==> config.mk <==
export PLATFORM = sky130hd
export DESIGN_NAME = spi_reg_ctrl_flat
export DESIGN_NICKNAME = d
export VERILOG_FILES = /design/src/rtl/spi_reg_ctrl_if.sv /design/src/rtl/spi_reg_ctrl.sv /design/src/flat_wrapper.sv
export SDC_FILE = /design/constraint.sdc
export NUM_CORES = 1
export LEC_CHECK = 0
export CORE_MARGIN = 2
export CORE_UTILIZATION = 54
export DETAILED_ROUTE_END_ITERATION = 8
export PLACE_DENSITY = 0.79
export SKIP_LAST_GASP = 1
export SYNTH_ARGS = -nofsm -noshare
export SYNTH_HDL_FRONTEND = slang
export SYNTH_SLANG_ARGS = --single-unit
==> constraint.sdc <==
create_clock -name clk -period 3.7 [get_ports clk]
set_clock_uncertainty 0.2 [all_clocks]
set_input_delay 0.555 -clock clk [delete_from_list [all_inputs] [get_ports clk]]
set_output_delay 0.555 -clock clk [all_outputs]
set_load 0.01 [all_outputs]
==> src/rtl/spi_reg_ctrl_if.sv <==
// SPI bus bundle between an external controller and the register target.
// The controller drives sclk/copi/ncs and the target drives cipo/cipo_oe.
interface spi_reg_ctrl_if;
   logic sclk;
   logic copi;
   logic ncs;
   logic cipo;
   logic cipo_oe;

   modport master (
      output sclk,
      output copi,
      output ncs,
      input  cipo,
      input  cipo_oe
   );

   modport slave (
      input  sclk,
      input  copi,
      input  ncs,
      output cipo,
      output cipo_oe
   );
endinterface

==> src/rtl/spi_reg_ctrl.sv <==
// SPI mode-0 target that loads the five PWM control registers.
// Frames are 16 bits MSB first; writes commit only when the frame closes.
module spi_reg_ctrl #(
   parameter int SYNC_STAGES = 2,
   parameter int MAX_ADDR    = 4
) (
   input  logic          clk,
   input  logic          rst,
   spi_reg_ctrl_if.slave spi,
   output logic [7:0]    en_reg_out_7_0,
   output logic [7:0]    en_reg_out_15_8,
   output logic [7:0]    en_reg_pwm_7_0,
   output logic [7:0]    en_reg_pwm_15_8,
   output logic [7:0]    pwm_duty_cycle,
   output logic          txn_done,
   output logic          txn_err
);

   localparam int         NREG  = 5;
   localparam logic [6:0] MAX_A = 7'(MAX_ADDR);

   typedef enum logic [2:0] {
      S_WAIT_IDLE,
      S_IDLE,
      S_SHIFT,
      S_HOLD,
      S_END
   } state_t;

   state_t state_q, state_d;

   logic [SYNC_STAGES-1:0] sclk_sync_q, sclk_sync_d;
   logic [SYNC_STAGES-1:0] copi_sync_q, copi_sync_d;
   logic [SYNC_STAGES-1:0] ncs_sync_q, ncs_sync_d;
   logic                   sclk_hist_q, sclk_hist_d;
   logic                   ncs_hist_q, ncs_hist_d;

   logic [15:0] shift_q, shift_d;
   logic [4:0]  cnt_q, cnt_d;
   logic        short_q, short_d;
   logic [7:0]  tx_q, tx_d;
   logic        cipo_q, cipo_d;
   logic        oe_q, oe_d;
   logic [7:0]  regs_q [NREG];
   logic [7:0]  regs_d [NREG];
   logic [7:0]  rd_val;

   logic sclk_s, copi_s, ncs_s;
   logic sclk_rise, sclk_fall;
   logic ncs_rise, ncs_fall;
   logic addr_ok, frame_ok;

   assign sclk_s = sclk_sync_q[SYNC_STAGES-1];
   assign copi_s = copi_sync_q[SYNC_STAGES-1];
   assign ncs_s  = ncs_sync_q[SYNC_STAGES-1];

   assign sclk_rise = sclk_s & ~sclk_hist_q;
   assign sclk_fall = ~sclk_s & sclk_hist_q;
   assign ncs_rise  = ncs_s & ~ncs_hist_q;
   assign ncs_fall  = ~ncs_s & ncs_hist_q;

   // A frame is good only if it ran all 16 bits and hit a real register.
   assign addr_ok  = shift_q[14:8] <= MAX_A;
   assign frame_ok = !short_q && addr_ok;

   // Next values for the synchroniser chains and edge-history flops.
   always_comb begin
      sclk_sync_d = {sclk_sync_q[SYNC_STAGES-2:0], spi.sclk};
      copi_sync_d = {copi_sync_q[SYNC_STAGES-2:0], spi.copi};
      ncs_sync_d  = {ncs_sync_q[SYNC_STAGES-2:0], spi.ncs};
      sclk_hist_d = sclk_s;
      ncs_hist_d  = ncs_s;
   end

   // Synchroniser flops; cleared low so WAIT_IDLE waits for a real ncs high.
   always_ff @(posedge clk) begin
      if (rst) begin
         sclk_sync_q <= '0;
         copi_sync_q <= '0;
         ncs_sync_q  <= '0;
         sclk_hist_q <= 1'b0;
         ncs_hist_q  <= 1'b0;
      end else begin
         sclk_sync_q <= sclk_sync_d;
         copi_sync_q <= copi_sync_d;
         ncs_sync_q  <= ncs_sync_d;
         sclk_hist_q <= sclk_hist_d;
         ncs_hist_q  <= ncs_hist_d;
      end
   end

   // FSM state register.
   always_ff @(posedge clk) begin
      if (rst) begin
         state_q <= S_WAIT_IDLE;
      end else begin
         state_q <= state_d;
      end
   end

   // FSM next state: frame framing by ncs, 16 captured bits move to HOLD.
   always_comb begin
      state_d = state_q;
      unique case (state_q)
         S_WAIT_IDLE: begin
            if (ncs_s) state_d = S_IDLE;
         end
         S_IDLE: begin
            if (ncs_fall) state_d = S_SHIFT;
         end
         S_SHIFT: begin
            if (ncs_rise) begin
               state_d = S_END;
            end else if (sclk_rise && cnt_q == 5'd15) begin
               state_d = S_HOLD;
            end
         end
         S_HOLD: begin
            if (ncs_rise) state_d = S_END;
         end
         S_END: begin
            state_d = S_IDLE;
         end
         default: state_d = S_WAIT_IDLE;
      endcase
   end

   // FSM outputs: one status pulse during the END cycle.
   always_comb begin
      txn_done = 1'b0;
      txn_err  = 1'b0;
      if (state_q == S_END) begin
         txn_done = frame_ok;
         txn_err  = !frame_ok;
      end
   end

   // Datapath: shift in COPI, commit in END, serialise read data on CIPO.
   always_comb begin
      shift_d = shift_q;
      cnt_d   = cnt_q;
      short_d = short_q;
      tx_d    = tx_q;
      cipo_d  = cipo_q;
      oe_d    = oe_q;
      regs_d  = regs_q;
      rd_val  = 8'h00;
      unique case (state_q)
         S_IDLE: begin
            if (ncs_fall) begin
               short_d = 1'b0;
               if (sclk_rise) begin
                  shift_d = {15'd0, copi_s};
                  cnt_d   = 5'd1;
               end else begin
                  shift_d = '0;
                  cnt_d   = '0;
               end
            end
         end
         S_SHIFT: begin
            if (ncs_rise) begin
               short_d = 1'b1;
            end else if (sclk_rise) begin
               shift_d = {shift_q[14:0], copi_s};
               cnt_d   = cnt_q + 5'd1;
            end
         end
         S_END: begin
            if (frame_ok && shift_q[15]) begin
               for (int i = 0; i < NREG; i++) begin
                  if (shift_q[14:8] == 7'(i)) regs_d[i] = shift_q[7:0];
               end
            end
         end
         default: ;
      endcase
      for (int i = 0; i < NREG; i++) begin
         if (shift_d[6:0] == 7'(i) && shift_d[6:0] <= MAX_A) begin
            rd_val = regs_q[i];
         end
      end
      if (state_q == S_SHIFT && sclk_rise && !ncs_rise &&
          cnt_q == 5'd7 && !shift_d[7]) begin
         tx_d = rd_val;
         oe_d = 1'b1;
      end else if (oe_q && sclk_fall) begin
         cipo_d = tx_q[7];
         tx_d   = {tx_q[6:0], 1'b0};
      end
      if (ncs_rise) begin
         oe_d   = 1'b0;
         cipo_d = 1'b0;
         tx_d   = '0;
      end
   end

   // Datapath flops.
   always_ff @(posedge clk) begin
      if (rst) begin
         shift_q <= '0;
         cnt_q   <= '0;
         short_q <= 1'b0;
         tx_q    <= '0;
         cipo_q  <= 1'b0;
         oe_q    <= 1'b0;
         for (int i = 0; i < NREG; i++) regs_q[i] <= 8'h00;
      end else begin
         shift_q <= shift_d;
         cnt_q   <= cnt_d;
         short_q <= short_d;
         tx_q    <= tx_d;
         cipo_q  <= cipo_d;
         oe_q    <= oe_d;
         regs_q  <= regs_d;
      end
   end

   assign spi.cipo    = cipo_q;
   assign spi.cipo_oe = oe_q;

   assign en_reg_out_7_0  = regs_q[0];
   assign en_reg_out_15_8 = regs_q[1];
   assign en_reg_pwm_7_0  = regs_q[2];
   assign en_reg_pwm_15_8 = regs_q[3];
   assign pwm_duty_cycle  = regs_q[4];

endmodule

==> src/flat_wrapper.sv <==
// flat-port wrapper written by rule: the top's interface ports become plain ports
module spi_reg_ctrl_flat 
#(
   parameter int SYNC_STAGES = 2,
   parameter int MAX_ADDR    = 4
)
  (clk, rst, en_reg_out_7_0, en_reg_out_15_8, en_reg_pwm_7_0, en_reg_pwm_15_8, pwm_duty_cycle, txn_done, txn_err, spi_sclk, spi_copi, spi_ncs, spi_cipo, spi_cipo_oe);
  spi_reg_ctrl_if spi_i ();
  input  logic clk;
  input  logic rst;
  output logic [7:0] en_reg_out_7_0;
  output logic [7:0] en_reg_out_15_8;
  output logic [7:0] en_reg_pwm_7_0;
  output logic [7:0] en_reg_pwm_15_8;
  output logic [7:0] pwm_duty_cycle;
  output logic txn_done;
  output logic txn_err;
  input wire logic [$bits(spi_i.sclk)-1:0] spi_sclk;
  input wire logic [$bits(spi_i.copi)-1:0] spi_copi;
  input wire logic [$bits(spi_i.ncs)-1:0] spi_ncs;
  output wire logic [$bits(spi_i.cipo)-1:0] spi_cipo;
  output wire logic [$bits(spi_i.cipo_oe)-1:0] spi_cipo_oe;
  assign spi_i.sclk = spi_sclk;
  assign spi_i.copi = spi_copi;
  assign spi_i.ncs = spi_ncs;
  assign spi_cipo = spi_i.cipo;
  assign spi_cipo_oe = spi_i.cipo_oe;
  spi_reg_ctrl #(.SYNC_STAGES(SYNC_STAGES), .MAX_ADDR(MAX_ADDR)) u_core (.clk(clk), .rst(rst), .spi(spi_i), .en_reg_out_7_0(en_reg_out_7_0), .en_reg_out_15_8(en_reg_out_15_8), .en_reg_pwm_7_0(en_reg_pwm_7_0), .en_reg_pwm_15_8(en_reg_pwm_15_8), .pwm_duty_cycle(pwm_duty_cycle), .txn_done(txn_done), .txn_err(txn_err));
endmodule
[Word-level counts from Yosys, hierarchy flattened]
Cells that the tools add are included.
Word-level totals
  bits in registers: 83
  input port bits: 5
  output and inout port bits: 44
  logic and storage cells: 111
Cells by class
  $add $sub $neg: 1
  $lt $le $gt $ge: 2
  eq/ne operators: 21
  muxes and demuxes: 28
  bitwise logic cells: 9
  reduce and logical (&&, ||, !) cells: 32
Operators by type and width (count)
  $mux 8: 7
  $mux 16: 3
  $pmux 16 s2: 1
  $eq 7x2->1 const B: 4
  $reduce_and 3->1: 6
  $mux 3: 5
  $mux 5: 3
  $pmux 3 s5: 1
  $eq 7x1->1 const B: 2
  $eq 7x3->1 const B: 2
  $le 7x3->1 const B: 2
  $logic_not 7->1: 2
  $logic_and 1x1->1: 13
  $ne 2x1->1 const B: 5
  $pmux 5 s2: 1
  $reduce_and 4->1: 2
  $eq 3x2->1 const B: 2
  $mux 1: 6
  $add 5x1->5 const B: 1
  $eq 5x3->1 const B: 1
  $eq 5x4->1 const B: 1
  $not 1->1: 5
  $and 1x1->1: 4
  $logic_not 1->1: 4
  9 further kinds: 10

[Depth between registers and ports, before layout]
Gate-level depths: netlist of the first run.
  word-level depth: 13
  depth in mapped cells: 10
  mapped depth without buffers: 8

[Least setup slack after synthesis of the first run]
No wires, ideal clock.
  kind: register -> register
  start point: reg u_core.state_q[2]
  end point: reg u_core.tx_q[1]
  library setup time: 122 ps
  arrival: 2263 ps
  setup slack: 1115 ps
  stages on the path, launching flop included: 11
  cells stage by stage: dfxtp_1 buf_6 or3b_1 buf_2 o32a_4 a2bb2oi_2 buf_6 buf_12 mux2i_1 o22ai_1 a221o_1
On the way
  word-level cells in the longest chain between the ends: 10
RTL lines
  start: declaration: line spi_reg_ctrl.sv:30  | state_t state_q, state_d;
  start signal: assignment: line spi_reg_ctrl.sv:97  | state_q <= state_d;
  $eq 3x2->1 or $eq 3x1->1 (tied branches): line spi_reg_ctrl.sv:148, spi_reg_ctrl.sv:183
  $pmux 16 s2: line spi_reg_ctrl.sv:148  | unique case (state_q)
  $le 7x3->1 or $logic_not 7->1 (tied branches): line spi_reg_ctrl.sv:179  | if (shift_d[6:0] == 7'(i) && shift_d[6:0] <= MAX_A) begin
  $logic_and 1x1->1: line spi_reg_ctrl.sv:179
  $mux 8 (5 in series): line spi_reg_ctrl.sv:179
  $mux 8: line spi_reg_ctrl.sv:183  | if (state_q == S_SHIFT && sclk_rise && !ncs_rise &&
  end signal: assignment: line spi_reg_ctrl.sv:212  | tx_q <= tx_d;
  end: declaration: line spi_reg_ctrl.sv:41  | logic [7:0] tx_q, tx_d;
Parallel ways exist; a longest one is shown, timed or not.
A chain may end at the register's enable or synchronous reset.

[Worst setup path in the final report of the first run]
  start point: reg u_core.state_q[2]
  end point: reg u_core.tx_q[5]
Same word-level chain as after synthesis.

==> results.toml, run 1 <==
[floorplan]
die_w_um = 86.21
start_util = 0.5651
row_count = 29
core_um2 = 6459
boundaryPins = 49
die_y_um = 86.21
die_area_um2 = 7432

[sta]
finalCriticalPeriod_ns = 2.916
rsz0062_at_grt = "false"
timing.fmax_mhz = 342.9
fin_crit_sh = 0.7882
max_slew_margin = 0.4960
hold_violations = 0
finalWorstSetupSlack_ns = 0.7836
worstMarginPinSlew_ns = 0.7540
maxSlewViolCount = 0
setup_viol = 0
tns_ns = 0

[worst_setup_path]
crit_arrival_ns = 2.97
critPathRequiredTime_ns = 3.75
r2r_end = "u_core.tx_q[5]"
start_kind = "flop"
crit_buf_inv = 1
r2r_start = "u_core.state_q[2]"
critPathMaxStageDelay_ns = 0.53
worst-r2r-setup-slack_ns = 0.78
cp_top_family = "compound AO/OA/AOI/OAI gates"
r2r_cells = 7
cp_max_fo = 22
end_kind = "flop"
crit_path_top_delay_cell = "o32a_4"
worst-setup-path-type = "reg -> reg"
worstPathCellList = "or3b_1 > o32a_4 > a2bb2oi_2 > buf_4 > mux2i_1 > o22ai_1 > a221o_1"

[grt]
grt_pass1_wl_mm = 14.69
grt_max_degree = 49
track_usage = 0.2537
grt-ovfl-total = 0
antenna_found_initial = 0
grt_pass1_vias = 2932

[clock_tree]
post_cts_resized = 0
cts_hold_buf = 0
tritoncts = "built"
clock_latency_ns = 0.36
cts-root-buf = "clkbuf_8"
h-tree-depth = 3
clk_pin_slew_ns = 0.08
cts.sinks = 83
cts_buffers = 9
post_cts_buffers = 0
cts_buffer_depth = 2

[routing]
drt-total-wl_mm = 9.007
drtIter0Drc = 250
wl_per_cell_um = 17.29
drc = 0
detail-route-antenna-nets = 0
vias = 3086
via_per_inst = 5.923
first_pass_iters = 6

[outcome]
status = "finished, final reports clean"

[synth]
yosys_warnings = 0
synth-edff-count = 0
syn_area_um2 = 3650
ys_seq_elements = 83
synth_cells = 404
synth_common_cells = "dfxtp_1 (83), nand2_1 (56), nor2_1 (52)"
synth.top_cells.by_area = "dfxtp_1 (46%), mux2i_1 (9.1%), nand2_1 (5.8%)"
synth_flop_cell = "dfxtp_1"
synthArstFlopShare = 0
avgSynthCellArea_um2 = 9.034
synth_cell_types = 56
yosys.area.top_type = "dfxtp_1"
yosys.area.top_type_share = 0.4553
synth.most_common_cell = "dfxtp_1"
syn-num-nets = 411
synth_seq_area_share = 0.4553

[hold_path]
hold_path.class = "reg -> reg"
hold_start = "u_core.ncs_sync_q[0]"
hold_end = "u_core.ncs_sync_q[1]"
hold_depth = 1

[power_and_ir_drop]
peakVddDrop_v = 0.0002925
fin_total_pwr_mw = 1.606
power_leakage_nw = 1.606
cellPowerDensity_nw_per_um2 = 372.1

[placement]
portBuffers = 48
pre_cts_ws_ns = 0.8395
routabilityCongestion = 0.8794
dp_hpwl_mm = 6.267

[cells_and_area]
area_growth_pct = 18.27
fillers = 522
fin_nets = 446
n_antenna_cell = 0
drive_gt1_frac = 0.07658

[flow_run]
maxCapViolations = 0
-- area by class of cell --
cell class | instances | area (µm²) | area share
clock buffers | 10 | 137.6 | 0.03188
clock inverters | 6 | 71.32 | 0.01652
inverters | 4 | 15.01 | 0.003478
multi-input cells | 288 | 1822 | 0.4220
flip-flops and latches | 83 | 1662 | 0.3849
well taps | 77 | 96.34 | 0.02232
repair buffers | 53 | 513.0 | 0.1188
-- kinds of logic (layout without fill, tap and decap cells) --
family | after synthesis | after routing | share of synthesized area
AO/OA/AOI/OAI | 91 | 91 | 0.1827
XOR/XNOR | 2 | 2 | 0.004800
adder cells (fa/ha/maj) | 2 | 2 | 0.006855
buffers and inverters | 33 | 73 | 0.04559
flip-flops | 83 | 83 | 0.4553
multiplexers | 34 | 34 | 0.09668
AND/OR/NAND/NOR | 159 | 159 | 0.2081
-- worst max path at each step --
stage               cells after the start         startpoint             end  slack [ns]
floorplan                              10  u_core.state_q[2]  u_core.tx_q[1]        1.12
global placement                        7  u_core.state_q[2]  u_core.tx_q[1]        0.95
detailed placement                      7  u_core.state_q[2]  u_core.tx_q[4]        0.84
CTS                                     7  u_core.state_q[2]  u_core.tx_q[5]        0.82
global route                            7  u_core.state_q[1]  u_core.tx_q[5]        0.70
finish                                  7  u_core.state_q[2]  u_core.tx_q[5]        0.78
-- routing by layer --
metal,vias up,track usage,wire length [µm]
met5,-,0,0
met4,0,0.1037,213
met3,18,0.07143,570
met2,118,0.3876,4058
met1,1450,0.3397,4165
li1,1500,-,-
-- where the power goes --
| part | internal, mW | switching [mW] |
|---|---|---|
| Clock | 0.336 | 0.339 |
| Combinational | 0.00970 | 0.0218 |
| Sequential | 0.897 | 0.00322 |
-- cells in the final DEF, fill, tap and decap left out, types with 4 or more instances in the layout --
cell type        netlist  routed
clkdlybuf4s50_1        0      47
o21ai_0                4       4
nor4_1                 5       5
a22oi_1               22      22
dfxtp_1               83      83
a221o_1                6       6
nor2_1                52      52
a21oi_1               32      32
nor2b_1               13      13
nand2b_1               4       4
inv_1                  4       4
buf_4                  0       5
o22ai_1                7       7
nand2_1               56      56
clkbuf_8               0      10
mux2i_1               33      33
nor3_1                 6       6
-- state kept, by name (all words and copies together), names as in the netlist, 2 cells and up --
register,count
u_core.copi_sync_q,2
u_core.tx_q,8
u_core.en_reg_pwm_15_8,8
u_core.shift_q,16
u_core.en_reg_out_15_8,8
u_core.sclk_sync_q,2
u_core.en_reg_out_7_0,8
u_core.ncs_sync_q,2
u_core.pwm_duty_cycle,8
u_core.cnt_q,5
u_core.state_q,3
u_core.en_reg_pwm_7_0,8
-- stage by stage --
step | hold slack [ns] | instance area (µm²) | utilization | cells
global placement | 0.2170 | 4108 | 0.6360 | 505
detailed placement | 0.2281 | 4108 | 0.6360 | 505
global route | 0.2640 | 4317 | 0.6683 | 521
finish | 0.2416 | 4317 | 0.6683 | 521
floorplan | 0.2138 | 3650 | - | 404
CTS | 0.2490 | 4317 | 0.6683 | 521
-- worst reg2reg max path, delay by kind of cell (launching register included) --
kind,cells,cell delay [ns]
and+or+nand+nor,1,0.51
AOI/OAI and AO/OA,4,1.12
buffers and inverters,1,0.30
DFF,1,0.40
muxes,1,0.28
Power figures use the tool's default switching activity.
==> run 2, diff against run 1 <==
- clock period: 3.7 -> 3 ns (I/O delays scaled with it)
==> results.toml, run 2 (same netlist as run 1, synthesis figures left out) <==
[clock_tree]
cts_buffer_depth = 2
clock_latency_ns = 0.36
cts.sinks = 83
post_cts_resized = 0
cts_buffers = 9
h-tree-depth = 3
clk_pin_slew_ns = 0.09
cts-root-buf = "clkbuf_8"
post_cts_buffers = 0
tritoncts = "built"
cts_hold_buf = 0

[cells_and_area]
stdcell_count = 528
max_flop_register = "u_core.shift_q"
final_common_cell = "dfxtp_1"
fillers = 518
n_antenna_cell = 0
largest_register_ffs = 16
area_growth_pct = 20.40
final_cell_mix = "dfxtp_1 (83), nand2_1 (56), nor2_1 (52)"
drive_gt1_frac = 0.09091
fin_nets = 453

[flow_run]
maxCapViolations = 0

[worst_setup_path]
crit_arrival_ns = 2.21
crit_path_top_delay_cell = "clkdlybuf4s50_1"
start_kind = "flop"
cp_max_fo = 9
critPathRequiredTime_ns = 2.35
worst-r2r-setup-slack_ns = 0.18
end_kind = "primary output"
critPathMaxStageDelay_ns = 0.57
worstPathCellList = "nor3b_1 > a21boi_0 > clkdlybuf4s50_1"
worst-setup-path-type = "reg -> out"

[floorplan]
die_w_um = 86.21
die_y_um = 86.21
die_area_um2 = 7432
boundaryPins = 49
core_um2 = 6459
row_count = 29
start_util = 0.5651

[sta]
fin_crit_sh = 0.9527
holdWs_ns = 0.2412
hold_violations = 0
finalCriticalPeriod_ns = 2.858
worstMarginPinSlew_ns = 0.6789
setup_viol = 0
rsz0062_at_grt = "false"
maxSlewViolCount = 0
tns_ns = 0
timing.fmax_mhz = 349.9
max_slew_margin = 0.5436

[power_and_ir_drop]
switching_power_mw = 0.4491
pwr-share-clk = 0.437
combPwrFrac = 0.020
cellPowerDensity_nw_per_um2 = 464.4
power.share.switching = 0.2201
cellInternalPower_mw = 1.592
pwr-share-seq = 0.544
peakVddDrop_v = 0.0003324
power_leakage_nw = 1.655

[placement]
dp_hpwl_mm = 6.446
place_inst = 512
portBuffers = 48
routabilityCongestion = 0.8943

[routing]
drc = 0
first_pass_iters = 5
vias = 3159
drtIter0Drc = 249
wl_per_cell_um = 17.52
via_per_inst = 5.983
drt-total-wl_mm = 9.252
detail-route-antenna-nets = 0

[hold_path]
hold_path.class = "reg -> reg"

[grt]
track_usage = 0.2586
grt_pass1_wl_mm = 14.95
grt_pass1_vias = 2919
antenna_found_initial = 0
grt-ovfl-total = 0
grt_max_degree = 46

[outcome]
status = "finished, final reports clean"
## run 2: changes by cell type in the layout (fill, tap and decap cells not counted)
cell	before	now
buf_12	0	1
clkbuf_8	10	9
clkinv_4	1	0
clkinv_2	0	1
bufinv_16	1	2
buf_4	5	11
## run 2: final timing paths
| check | start | end | cells past startpoint |
|---|---|---|---|
| max | u_core.state_q[2] | txn_err | 3 |
| min | u_core.ncs_sync_q[0] | u_core.ncs_sync_q[1] | 1 |
| max reg2reg | u_core.state_q[2] | u_core.tx_q[4] | 7 |
| min reg2reg | u_core.ncs_sync_q[0] | u_core.ncs_sync_q[1] | 1 |
## run 2: layout make-up
class,instances,area (µm²),area share
clock buffers,9,123.9,0.02819
clock inverters,7,97.59,0.02221
inverters,4,15.01,0.003417
multi-input cells,288,1822,0.4146
flip-flops and latches,83,1662,0.3781
well taps,77,96.34,0.02192
repair buffers,60,578.1,0.1315
## run 2: per-stage QoR
step	cell area (µm²)	total power [mW]	setup WS, ns	util
5_1_grt	4394	2.102	0.01121	0.6804
3_3_place_gp	4173	1.174	0.3071	0.6461
2_1_floorplan	3650	1.163	0.4152	-
4_1_cts	4394	2.048	0.1610	0.6804
6_report	4394	2.041	0.1418	0.6804
3_5_place_dp	4173	1.175	0.2291	0.6461
## run 2: worst max-delay path, delay by kind of cell (launching register included)
family	cells	cell delay, ns
buffers and inverters	1	0.57
DFF	1	0.50
and+or+nand+nor	1	0.50
AOI/OAI and AO/OA	1	0.27
## run 2: routing by layer
| layer | up-vias | wire length, µm | global-route usage |
|---|---|---|---|
| met5 | - | 0 | 0 |
| met4 | 0 | 218 | 0.1207 |
| met3 | 17 | 547 | 0.03810 |
| met2 | 125 | 4107 | 0.3855 |
| met1 | 1500 | 4378 | 0.3702 |
| li1 | 1517 | - | - |
## run 2: power groups by stage
stage | registers, mW | logic [mW] | clock network, mW
finish | 1.11 | 0.0399 | 0.891
global route | 1.11 | 0.0436 | 0.948
CTS | 1.11 | 0.0395 | 0.899
detailed placement | 1.14 | 0.0394 | 0
global placement | 1.14 | 0.0389 | 0
floorplan | 1.13 | 0.0287 | 0
